[config.mk]
export PLATFORM = sky130hd
export DESIGN_NAME = ps2_frame_rx
export DESIGN_NICKNAME = d
export VERILOG_FILES = /design/src/rtl/ps2_pkg.sv /design/src/rtl/ps2_sync_filter.sv /design/src/rtl/ps2_frame_rx.sv
export SDC_FILE = /design/constraint.sdc
export NUM_CORES = 1
export LEC_CHECK = 0
export ABC_AREA = 0
export BUFFER_PORTS_ARGS = -buffer_cell sky130_fd_sc_hd__buf_2
export CORE_AREA = 2 2 57 59
export CTS_CLUSTER_SIZE = 14
export DETAILED_ROUTE_END_ITERATION = 10
export DIE_AREA = 0 0 59 61
export GPL_TIMING_DRIVEN = 0
export MAX_ROUTING_LAYER = met4
export PLACE_DENSITY_LB_ADDON = 0.05
export SLEW_MARGIN = 20
export SYNTH_ARGS = -nofsm -noshare
export SYNTH_HDL_FRONTEND = slang
export SYNTH_HIERARCHICAL = 1
export SYNTH_SLANG_ARGS = --single-unit
export TNS_END_PERCENT = 50
[constraint.sdc]
create_clock -name clk -period 5.5 [get_ports clk]
set_input_delay 0.275 -clock clk [delete_from_list [all_inputs] [get_ports clk]]
set_output_delay 0.275 -clock clk [all_outputs]
set_load 0.05 [all_outputs]
[src/rtl/ps2_pkg.sv]
// Shared PS/2 receiver types and constants: FSM state encoding, prefix codes
// and the odd-parity helper used by the frame decoder.
package ps2_pkg;

  typedef enum logic [1:0] {
    IDLE   = 2'd0,
    DATA   = 2'd1,
    PARITY = 2'd2,
    STOP   = 2'd3
  } ps2_state_e;

  localparam logic [7:0] PS2_BREAK_CODE = 8'hF0;
  localparam logic [7:0] PS2_EXT_CODE   = 8'hE0;
  localparam int         PS2_DATA_BITS  = 8;

  // True when the data byte plus its parity bit hold an odd number of ones.
  function automatic logic odd_parity_ok(input logic [PS2_DATA_BITS-1:0] data,
                                         input logic                     par);
    return ^{data, par};
  endfunction

endpackage

[src/rtl/ps2_sync_filter.sv]
// Two-flop synchronizer plus FILTER_LEN-sample glitch filter for one PS/2 line.
// All stages preset to 1 (idle line) on reset so no false edge follows reset.
module ps2_sync_filter #(
  parameter int FILTER_LEN = 4
) (
  input  logic clk_i,
  input  logic rst_n_i,
  input  logic din_i,
  output logic dout_o
);

  logic [1:0]            sync_q;
  logic [FILTER_LEN-1:0] hist_q;
  logic                  dout_q;
  logic                  dout_d;

  // Synchronizer, sample history and accepted level registers.
  always_ff @(posedge clk_i) begin
    if (!rst_n_i) begin
      sync_q <= 2'b11;
      hist_q <= {FILTER_LEN{1'b1}};
      dout_q <= 1'b1;
    end else begin
      sync_q <= {sync_q[0], din_i};
      hist_q <= FILTER_LEN'({hist_q, sync_q[1]});
      dout_q <= dout_d;
    end
  end

  // A new level is accepted only once the whole history agrees on it.
  always_comb begin
    dout_d = dout_q;
    if (&hist_q) begin
      dout_d = 1'b1;
    end else if (~|hist_q) begin
      dout_d = 1'b0;
    end else begin
      dout_d = dout_q;
    end
  end

  assign dout_o = dout_q;

endmodule

[src/rtl/ps2_frame_rx.sv]
// PS/2 keyboard frame receiver: filters the lines, decodes 11-bit frames and
// folds F0/E0 prefixes into flags. Define PS2_RX_TIMEOUT_EN for the stall timeout.
module ps2_frame_rx
  import ps2_pkg::*;
#(
  parameter int CLK_HZ         = 100_000_000,
  parameter int FILTER_LEN     = 4,
  parameter int TIMEOUT_CYCLES = 200_000
) (
  input  logic       clk,
  input  logic       rst_n,
  input  logic       ps2_clk,
  input  logic       ps2_data,
  output logic [7:0] scan_code,
  output logic       scan_valid,
  output logic       scan_break,
  output logic       scan_ext,
  output logic       parity_err,
  output logic       frame_err,
  output logic       busy
);

  if (CLK_HZ < 1 || FILTER_LEN < 1 || TIMEOUT_CYCLES < 1) begin : g_bad_param
    $error("ps2_frame_rx: CLK_HZ, FILTER_LEN and TIMEOUT_CYCLES must be positive");
  end

  localparam logic [2:0] LAST_BIT = 3'(PS2_DATA_BITS - 1);

  logic clk_f_s;
  logic data_f_s;
  logic fall_s;
  logic timeout_s;

  ps2_state_e               state_q, state_d;
  logic [2:0]               bit_cnt_q, bit_cnt_d;
  logic [PS2_DATA_BITS-1:0] shift_q, shift_d;
  logic                     par_bit_q, par_bit_d;
  logic                     brk_pend_q, brk_pend_d;
  logic                     ext_pend_q, ext_pend_d;
  logic                     clk_prev_q;
  logic [7:0]               code_q, code_d;
  logic                     sbrk_q, sbrk_d;
  logic                     sext_q, sext_d;
  logic                     valid_q, valid_d;
  logic                     perr_q, perr_d;
  logic                     ferr_q, ferr_d;
  logic                     busy_q;

  ps2_sync_filter #(.FILTER_LEN(FILTER_LEN)) u_clk_filt (
    .clk_i   (clk),
    .rst_n_i (rst_n),
    .din_i   (ps2_clk),
    .dout_o  (clk_f_s)
  );

  ps2_sync_filter #(.FILTER_LEN(FILTER_LEN)) u_data_filt (
    .clk_i   (clk),
    .rst_n_i (rst_n),
    .din_i   (ps2_data),
    .dout_o  (data_f_s)
  );

  assign fall_s = clk_prev_q & ~clk_f_s;

`ifdef PS2_RX_TIMEOUT_EN
  localparam int                TO_W   = $clog2(TIMEOUT_CYCLES + 1);
  localparam logic [TO_W-1:0]   TO_MAX = TO_W'(TIMEOUT_CYCLES);

  logic [TO_W-1:0] to_cnt_q, to_cnt_d;

  // Cycles since the last falling edge, only while a frame is in progress.
  always_comb begin
    to_cnt_d = to_cnt_q;
    if (fall_s || (state_q == IDLE)) begin
      to_cnt_d = '0;
    end else if (to_cnt_q != TO_MAX) begin
      to_cnt_d = to_cnt_q + TO_W'(1);
    end else begin
      to_cnt_d = to_cnt_q;
    end
  end

  // Timeout counter register.
  always_ff @(posedge clk) begin
    if (!rst_n) begin
      to_cnt_q <= '0;
    end else begin
      to_cnt_q <= to_cnt_d;
    end
  end

  assign timeout_s = (state_q != IDLE) && (to_cnt_q == TO_MAX);
`else
  assign timeout_s = 1'b0;
`endif

  // Frame FSM, prefix tracking and next values of the registered outputs.
  always_comb begin
    state_d    = state_q;
    bit_cnt_d  = bit_cnt_q;
    shift_d    = shift_q;
    par_bit_d  = par_bit_q;
    brk_pend_d = brk_pend_q;
    ext_pend_d = ext_pend_q;
    code_d     = code_q;
    sbrk_d     = sbrk_q;
    sext_d     = sext_q;
    valid_d    = 1'b0;
    perr_d     = 1'b0;
    ferr_d     = 1'b0;
    if (fall_s) begin
      case (state_q)
        IDLE: begin
          bit_cnt_d = 3'd0;
          if (!data_f_s) begin
            state_d = DATA;
          end else begin
            state_d = IDLE;
          end
        end
        DATA: begin
          shift_d = {data_f_s, shift_q[PS2_DATA_BITS-1:1]};
          if (bit_cnt_q == LAST_BIT) begin
            state_d   = PARITY;
            bit_cnt_d = 3'd0;
          end else begin
            bit_cnt_d = bit_cnt_q + 3'd1;
          end
        end
        PARITY: begin
          par_bit_d = data_f_s;
          state_d   = STOP;
        end
        STOP: begin
          state_d = IDLE;
          // Stop-bit failure takes precedence so at most one strobe fires.
          if (!data_f_s) begin
            ferr_d     = 1'b1;
            brk_pend_d = 1'b0;
            ext_pend_d = 1'b0;
          end else if (!odd_parity_ok(shift_q, par_bit_q)) begin
            perr_d     = 1'b1;
            brk_pend_d = 1'b0;
            ext_pend_d = 1'b0;
          end else if (shift_q == PS2_BREAK_CODE) begin
            brk_pend_d = 1'b1;
          end else if (shift_q == PS2_EXT_CODE) begin
            ext_pend_d = 1'b1;
          end else begin
            code_d     = shift_q;
            sbrk_d     = brk_pend_q;
            sext_d     = ext_pend_q;
            valid_d    = 1'b1;
            brk_pend_d = 1'b0;
            ext_pend_d = 1'b0;
          end
        end
        default: begin
          state_d = IDLE;
        end
      endcase
    end else if (timeout_s) begin
      state_d    = IDLE;
      bit_cnt_d  = 3'd0;
      ferr_d     = 1'b1;
      brk_pend_d = 1'b0;
      ext_pend_d = 1'b0;
    end else begin
      state_d = state_q;
    end
  end

  // State, datapath and output registers.
  always_ff @(posedge clk) begin
    if (!rst_n) begin
      state_q    <= IDLE;
      bit_cnt_q  <= 3'd0;
      shift_q    <= '0;
      par_bit_q  <= 1'b0;
      brk_pend_q <= 1'b0;
      ext_pend_q <= 1'b0;
      clk_prev_q <= 1'b1;
      code_q     <= 8'h00;
      sbrk_q     <= 1'b0;
      sext_q     <= 1'b0;
      valid_q    <= 1'b0;
      perr_q     <= 1'b0;
      ferr_q     <= 1'b0;
      busy_q     <= 1'b0;
    end else begin
      state_q    <= state_d;
      bit_cnt_q  <= bit_cnt_d;
      shift_q    <= shift_d;
      par_bit_q  <= par_bit_d;
      brk_pend_q <= brk_pend_d;
      ext_pend_q <= ext_pend_d;
      clk_prev_q <= clk_f_s;
      code_q     <= code_d;
      sbrk_q     <= sbrk_d;
      sext_q     <= sext_d;
      valid_q    <= valid_d;
      perr_q     <= perr_d;
      ferr_q     <= ferr_d;
      busy_q     <= (state_d != IDLE);
    end
  end

  assign scan_code  = code_q;
  assign scan_valid = valid_q;
  assign scan_break = sbrk_q;
  assign scan_ext   = sext_q;
  assign parity_err = perr_q;
  assign frame_err  = ferr_q;
  assign busy       = busy_q;

endmodule

==> run summary, run 1 <==
STATUS
----------------------------------------------------------------------------------------
Status .................................................................... finished, final reports clean

FLOORPLANNING
----------------------------------------------------------------------------------------
Die Y-Extent ..............................................................        61 um
Starting Density ..........................................................        59.1%
Number of I/O pins ........................................................           18
Placement row count .......................................................           20
Die width .................................................................        59 um
Core Region ...............................................................    2950 um^2
Die area ..................................................................    3600 um^2

ROUTE
----------------------------------------------------------------------------------------
First-pass iteration count of the detailed router .........................            4
Total via count in the routed design ......................................         1290
Overall routed net length .................................................      3.17 mm
Violation count after the first detailed-routing iteration ................           55
Post-DR vias/cell .........................................................         5.47
Routed length per instance ................................................      13.4 um
Number of antenna-violating nets in the routed design .....................            0
DRC Markers ...............................................................            0

WORST SETUP PATH
----------------------------------------------------------------------------------------
Largest delay share family, worst path .................................... XOR/XNOR gates
Start of the worst register-to-register path ..............................   shift_q[4]
Crit. Startpoint ..........................................................   shift_q[4]
Critical path peak fanout .................................................           10
Buffers & Inverters on Critical Path ......................................            1
FF-to-FF path depth .......................................................            6
Critical path cell sequence ............................................... xnor2_1, xnor3_2, xnor2_2, and4_4, buf_12, mux2i_1
Required time of the critical path ........................................      5.79 ns
Worst setup EP type .......................................................    flip-flop
Critical path class .......................................................   reg -> reg
Element type at the critical path start ...................................    flip-flop
CP arrival ................................................................      2.31 ns
Critical Path Slowest Stage Cell .......................................... sky130_fd_sc_hd__dfxtp_1
Delay of the slowest cell on the worst path ...............................      0.49 ns
Number of gates on the worst path with buffers counted ....................            6

GRT
----------------------------------------------------------------------------------------
Grt total ovfl ............................................................            0
Pin count of the biggest net entering global routing ......................           17
Global-route wire length before repair ....................................      5.42 mm
Global routing usage summed across all routing layers .....................        21.0%
Vias in the first global route ............................................         1266
Initial antenna violation count ...........................................            0

HOLD PATH
----------------------------------------------------------------------------------------
Worst hold path type ......................................................    in -> reg
Startpoint of the most critical hold path .................................     ps2_data
Min-Delay Path Depth ......................................................            2

PLACEMENT
----------------------------------------------------------------------------------------
Instance area after placement .............................................    1870 um^2
Last weighted congestion value of the routability-driven placer ...........        0.812
Total half-perimeter wirelength after legalization and detailed placement .      2.24 mm
Number of port buffers ....................................................           17

SYNTH
----------------------------------------------------------------------------------------
Share of the synthesized area in the top cell type ........................        51.6%
Cell type contributing the most total cell area after synthesis ........... sky130_fd_sc_hd__dfxtp_1
Seq/Total Area, Yosys .....................................................        51.6%
Dominant register cell in the synthesized netlist ......................... sky130_fd_sc_hd__dfxtp_1
Count of state elements after synthesis ...................................           45
EDFF count, synth .........................................................            0
Post-Syn Nets .............................................................          184
Synthesis Warnings ........................................................            6
Cell count after synthesis ................................................          178
Largest cells by area after synthesis ..................................... sky130_fd_sc_hd__dfxtp_1, sky130_fd_sc_hd__nand2_1, sky130_fd_sc_hd__mux2i_1
Summed instance area of the synthesized netlist ...........................    1740 um^2
Distinct cells, synth .....................................................           33
Per-instance average area after synthesis .................................    9.80 um^2
Fraction of synthesis flops using an asynchronous set or reset pin ........           0%

CTS
----------------------------------------------------------------------------------------
Number of levels in the clock H-tree ......................................            2
Total clock buffers created by CTS ........................................            5
Number of gates given a new drive strength after cts ......................            0
Clock insertion delay at the later pin of the skew report .................      0.35 ns
Longest Clk Path Bufs .....................................................            2
Clock sink count ..........................................................           45
CTS tree ..................................................................         done
Post-CTS Setup Bufs .......................................................            0
Root buffer selected by CTS ............................................... sky130_fd_sc_hd__clkbuf_4
Post-CTS Hold Fix Bufs ....................................................            0
Clock slew seen by the registers of the worst setup and hold paths ........      0.13 ns

FINISH
----------------------------------------------------------------------------------------
# nets final ..............................................................          208
Sequential standard cell area .............................................     901 um^2
Total area of multi-input combinational cells .............................     793 um^2
Relative area change from synthesis to final layout .......................        12.1%
Share of final-layout standard cells stronger than drive strength 1 .......        16.7%
Summed area of non-filler cells in the final layout .......................    1960 um^2
Layout filler cell count ..................................................          242
Utilization after layout ..................................................        66.2%
ANT cells .................................................................            0

TIMING
----------------------------------------------------------------------------------------
Number of endpoints failing setup at the final stage ......................            0
Post-route clock skew .....................................................    0.0132 ns
Final Cycle Share .........................................................        36.8%
Number of max-slew violations in the final report .........................            0
Total negative slack for setup checks .....................................         0 ns
Setup repair after global routing missed its margin .......................           no
Worst max-slew margin expressed relative to the limit .....................        58.9%
Top achievable clock speed ................................................      493 MHz
Slew at the pin closest to its max-slew limit .............................     0.614 ns
Final worst path period need ..............................................      2.03 ns
Final Hold Viols ..........................................................            0

POWER
----------------------------------------------------------------------------------------
PnR Total Power ...........................................................   0.000548 W
Worst IR Drop VDD .........................................................     0.166 mV
Total power divided by cell area ..........................................  280 nW/um^2
Leakage ...................................................................     0.752 nW

RUN
----------------------------------------------------------------------------------------
Count of max-cap constraint violations ....................................            0

[layout make-up]
type | count | area share, %
plain buffers | 7 | 2.18
clock buffers | 7 | 2.82
flip-flops and latches | 45 | 46.1
inverters | 2 | 0.384
clock inverters | 1 | 1.54
multi-input cells | 124 | 40.6
well taps | 33 | 2.11
repair buffers | 17 | 4.35
[synth_stat cells (2+ instances only)]
| cell | instances |
|---|---|
| sky130_fd_sc_hd__a21boi_0 | 12 |
| sky130_fd_sc_hd__a41oi_1 | 2 |
| sky130_fd_sc_hd__and3_1 | 3 |
| sky130_fd_sc_hd__clkbuf_1 | 6 |
| sky130_fd_sc_hd__dfxtp_1 | 45 |
| sky130_fd_sc_hd__ha_1 | 2 |
| sky130_fd_sc_hd__inv_1 | 2 |
| sky130_fd_sc_hd__mux2i_1 | 9 |
| sky130_fd_sc_hd__nand2_1 | 38 |
| sky130_fd_sc_hd__nand2b_1 | 14 |
| sky130_fd_sc_hd__nand3_1 | 4 |
| sky130_fd_sc_hd__nand4b_1 | 2 |
| sky130_fd_sc_hd__nor2_1 | 8 |
| sky130_fd_sc_hd__nor2b_1 | 2 |
| sky130_fd_sc_hd__nor4_2 | 2 |
| sky130_fd_sc_hd__o21ai_0 | 5 |
| sky130_fd_sc_hd__o21ai_1 | 2 |
| sky130_fd_sc_hd__or2_2 | 2 |
| sky130_fd_sc_hd__xnor2_1 | 3 |
| sky130_fd_sc_hd__xnor2_2 | 2 |
[metrics by stage]
step,hold WS (ns),cells,setup WS [ns]
2_1_floorplan,0.348,178,3.72
3_3_place_gp,0.390,228,3.56
3_5_place_dp,0.394,228,3.53
4_1_cts,0.0783,236,3.48
5_1_grt,0.0767,236,3.33
6_report,0.0939,236,3.47
[routing by layer]
metal	global-route usage (%)	share of wire, %
met5	-	0
met4	11.7	1.1
met3	5.76	3.9
met2	35.4	50
met1	22.3	45
[worst paths after layout]
check                          end  slack [ns]
max                   scan_code[2]        3.47
min          u_data_filt/sync_q[0]        0.09
max reg2reg           scan_code[2]        3.47
min reg2reg  u_data_filt/sync_q[1]        0.42
[layout by cell type (no fill, tap or decap), drive strengths merged, types with 2 or more instances in the layout]
cell type and n:
nor4 2, a41oi 2, or2 2, nor2b 2, buf 18, nand3 4
dfxtp 45, xnor2 5, nand2b 14, o21ai 7, mux2i 9, a21boi 12
nand4b 2, ha 2, and3 3, nor2 8, inv 2, clkbuf 13
nand2 38
[state kept, by name, summed over array words and instances, names as in the netlist, 2 cells and up]
| name | cells |
|---|---|
| u_clk_filt/sync_q | 2 |
| shift_q | 8 |
| u_data_filt/hist_q | 4 |
| u_data_filt/sync_q | 2 |
| scan_code | 8 |
| bit_cnt_q | 3 |
| u_clk_filt/hist_q | 4 |
| state_q | 2 |
[kinds of logic (layout without fill, tap and decap cells)]
family,after synthesis,in the layout,synth area share (%)
AND/OR/NAND/NOR,80,80,23.2
flip-flops,45,45,51.6
AO/OA/AOI/OAI,26,26,10.5
multiplexers,9,9,5.17
buffers and inverters,9,34,2.87
XOR/XNOR,7,7,5.24
adder cells (fa/ha/maj),2,2,1.43
[where the power goes]
group | internal [W] | leakage, nW | total [W] | switching, W
registers | 0.000328 | 0.364 | 0.000329 | 0.000000914
clock network | 0.000109 | 0.0455 | 0.000209 | 0.0000999
logic | 0.00000387 | 0.343 | 0.0000103 | 0.00000645
Power figures use the tool's default switching activity.
==> run 2: changes to the inputs <==
CORE_AREA = 2 2 59 61   (was 2 2 57 59)
DIE_AREA = 0 0 61 63   (was 0 0 59 61)
clock period = 2 ns   (was 5.5 ns; I/O delays follow)
==> run summary, run 2 (synthesis results as in run 1) <==
STATUS
----------------------------------------------------------------------------------------
Status .................................................................... finished, final reports clean

GRT
----------------------------------------------------------------------------------------
Global routing usage summed across all routing layers .....................        19.1%
Initial antenna violation count ...........................................            0
Global-route wire length before repair ....................................      5.33 mm
Met3 track demand over resource in global routing .........................        6.21%
Met2 track demand over resource in global routing .........................        30.1%
Vias in the first global route ............................................         1245
Met1 track demand over resource ...........................................        22.5%
Grt total ovfl ............................................................            0
Most used routing layer in global routing .................................         met2
Pin count of the biggest net entering global routing ......................           17

CTS
----------------------------------------------------------------------------------------
CTS tree ..................................................................         done
Clock slew seen by the registers of the worst setup and hold paths ........      0.13 ns
Clock insertion delay at the later pin of the skew report .................      0.35 ns
Number of levels in the clock H-tree ......................................            2
Total clock buffers created by CTS ........................................            5
Longest Clk Path Bufs .....................................................            2
Root buffer selected by CTS ............................................... sky130_fd_sc_hd__clkbuf_4
Post-CTS Setup Bufs .......................................................            0
Clock sink count ..........................................................           45

PLACEMENT
----------------------------------------------------------------------------------------
Number of port buffers ....................................................           17
Total half-perimeter wirelength after legalization and detailed placement .      2.29 mm
Last weighted congestion value of the routability-driven placer ...........        0.853
Placement Setup Slack .....................................................   -0.0180 ns
Instance area after placement .............................................    1890 um^2

POWER
----------------------------------------------------------------------------------------
Total power divided by cell area ..........................................  739 nW/um^2
Leakage ...................................................................     0.760 nW
PnR Total Power ...........................................................    0.00148 W
Worst IR Drop VDD .........................................................     0.378 mV

WORST SETUP PATH
----------------------------------------------------------------------------------------
Critical path peak fanout .................................................           10
Required time of the critical path ........................................      2.29 ns
Critical path class .......................................................   reg -> reg
CP arrival ................................................................      2.19 ns
Start of the worst register-to-register path ..............................   shift_q[4]
Element type at the critical path start ...................................    flip-flop
Worst setup EP type .......................................................    flip-flop
Crit. Startpoint ..........................................................   shift_q[4]

FLOORPLANNING
----------------------------------------------------------------------------------------
Die width .................................................................        61 um
Core Region ...............................................................    3230 um^2
Starting Density ..........................................................        54.0%
Die area ..................................................................    3840 um^2
Die Y-Extent ..............................................................        63 um
Placement row count .......................................................           21
Number of I/O pins ........................................................           18

RUN
----------------------------------------------------------------------------------------
Count of max-cap constraint violations ....................................            0

TIMING
----------------------------------------------------------------------------------------
Post-route clock skew .....................................................    0.0131 ns
Final Hold Viols ..........................................................            0
Final Cycle Share .........................................................        95.1%
Setup repair after global routing missed its margin .......................           no
Minimum hold slack ........................................................    0.0535 ns
Final worst path period need ..............................................      1.90 ns
Number of max-slew violations in the final report .........................            0
Worst max-slew margin expressed relative to the limit .....................        60.7%
Slew at the pin closest to its max-slew limit .............................     0.587 ns
Fin worst setup slack .....................................................    0.0980 ns
Number of endpoints failing setup at the final stage ......................            0
Top achievable clock speed ................................................      526 MHz

ROUTE
----------------------------------------------------------------------------------------
Overall routed net length .................................................      3.16 mm
Post-DR vias/cell .........................................................         5.08
Number of antenna-violating nets in the routed design .....................            0
Routed length per instance ................................................      12.6 um
DRC Markers ...............................................................            0
First-pass iteration count of the detailed router .........................            4
Total via count in the routed design ......................................         1274
Violation count after the first detailed-routing iteration ................           44

FINISH
----------------------------------------------------------------------------------------
Share of final-layout standard cells stronger than drive strength 1 .......        18.0%
Most frequent standard cell in the layout excluding fill and tap cells .... sky130_fd_sc_hd__dfxtp_1
Commonest cells after routing, fill and taps aside ........................ sky130_fd_sc_hd__dfxtp_1, sky130_fd_sc_hd__nand2_1, sky130_fd_sc_hd__buf_2
# nets final ..............................................................          210
ANT cells .................................................................            0
Relative area change from synthesis to final layout .......................        14.8%
Summed area of non-filler cells in the final layout .......................    2000 um^2
Layout filler cell count ..................................................          287

HOLD PATH
----------------------------------------------------------------------------------------
Worst hold path type ......................................................    in -> reg
Startpoint of the most critical hold path .................................        rst_n

run 2: worst max-delay path, stage by stage, from the launching register on:
cell                      delay [ns]
sky130_fd_sc_hd__dfxtp_2        0.42
sky130_fd_sc_hd__xnor2_1        0.14
sky130_fd_sc_hd__xnor3_2        0.49
sky130_fd_sc_hd__xnor2_4        0.22
sky130_fd_sc_hd__and4_4         0.27
sky130_fd_sc_hd__buf_12         0.14
sky130_fd_sc_hd__mux2i_1        0.18
run 2: area by class of cell:
type | instances | area, um^2 | share of cell area [%]
multi-input combinational | 124 | 805 | 40.2
timing repair buffer | 19 | 105 | 5.25
clock inverter | 2 | 38.8 | 1.94
sequential | 45 | 905 | 45.2
inverter | 2 | 7.51 | 0.375
tap | 46 | 57.6 | 2.88
buffer | 7 | 42.5 | 2.13
clock buffer | 6 | 41.3 | 2.06
run 2: stage by stage:
stage / std cells / setup TNS, ns / util [%]
after floorplan: 178 / 0 / -
after global placement: 241 / 0 / 58.4
after detailed placement: 241 / -0.0293 / 58.4
after CTS: 251 / 0 / 61.5
after global routing: 251 / 0 / 61.9
final: 251 / 0 / 61.9
run 2: final timing paths:
kind | endpoint | slack [ns] | cells past startpoint
max | scan_code[6] | 0.1 | 6
min | u_data_filt/hist_q[0] | 0.05 | 2
max reg2reg | scan_code[6] | 0.1 | 6
min reg2reg | u_clk_filt/sync_q[1] | 0.43 | 1
run 2: routing by layer:
layer  wire (um)  vias to the layer above  share of wire, %
met5           0                        -                 0
met4          58                        0               1.8
met3         145                        5               4.6
met2        1520                       26                48
met1        1430                      587                45
li1            -                      656                 -
run 2: where the power goes:
part	internal [W]	leakage, nW	switching, W	total [W]
Clock	0.000266	0.0424	0.000277	0.000544
Sequential	0.000902	0.366	0.00000262	0.000905
Combinational	0.0000132	0.352	0.0000179	0.0000310
run 2: repair_timing:
action | 4_1_cts | 5_1_grt
gates resized for setup | 1 | 3
cloned | 0 | 0
setup endpoints to repair | 8 | 8
hold buffers | 2 | 0
endpoints found under the hold margin | 2 | 0
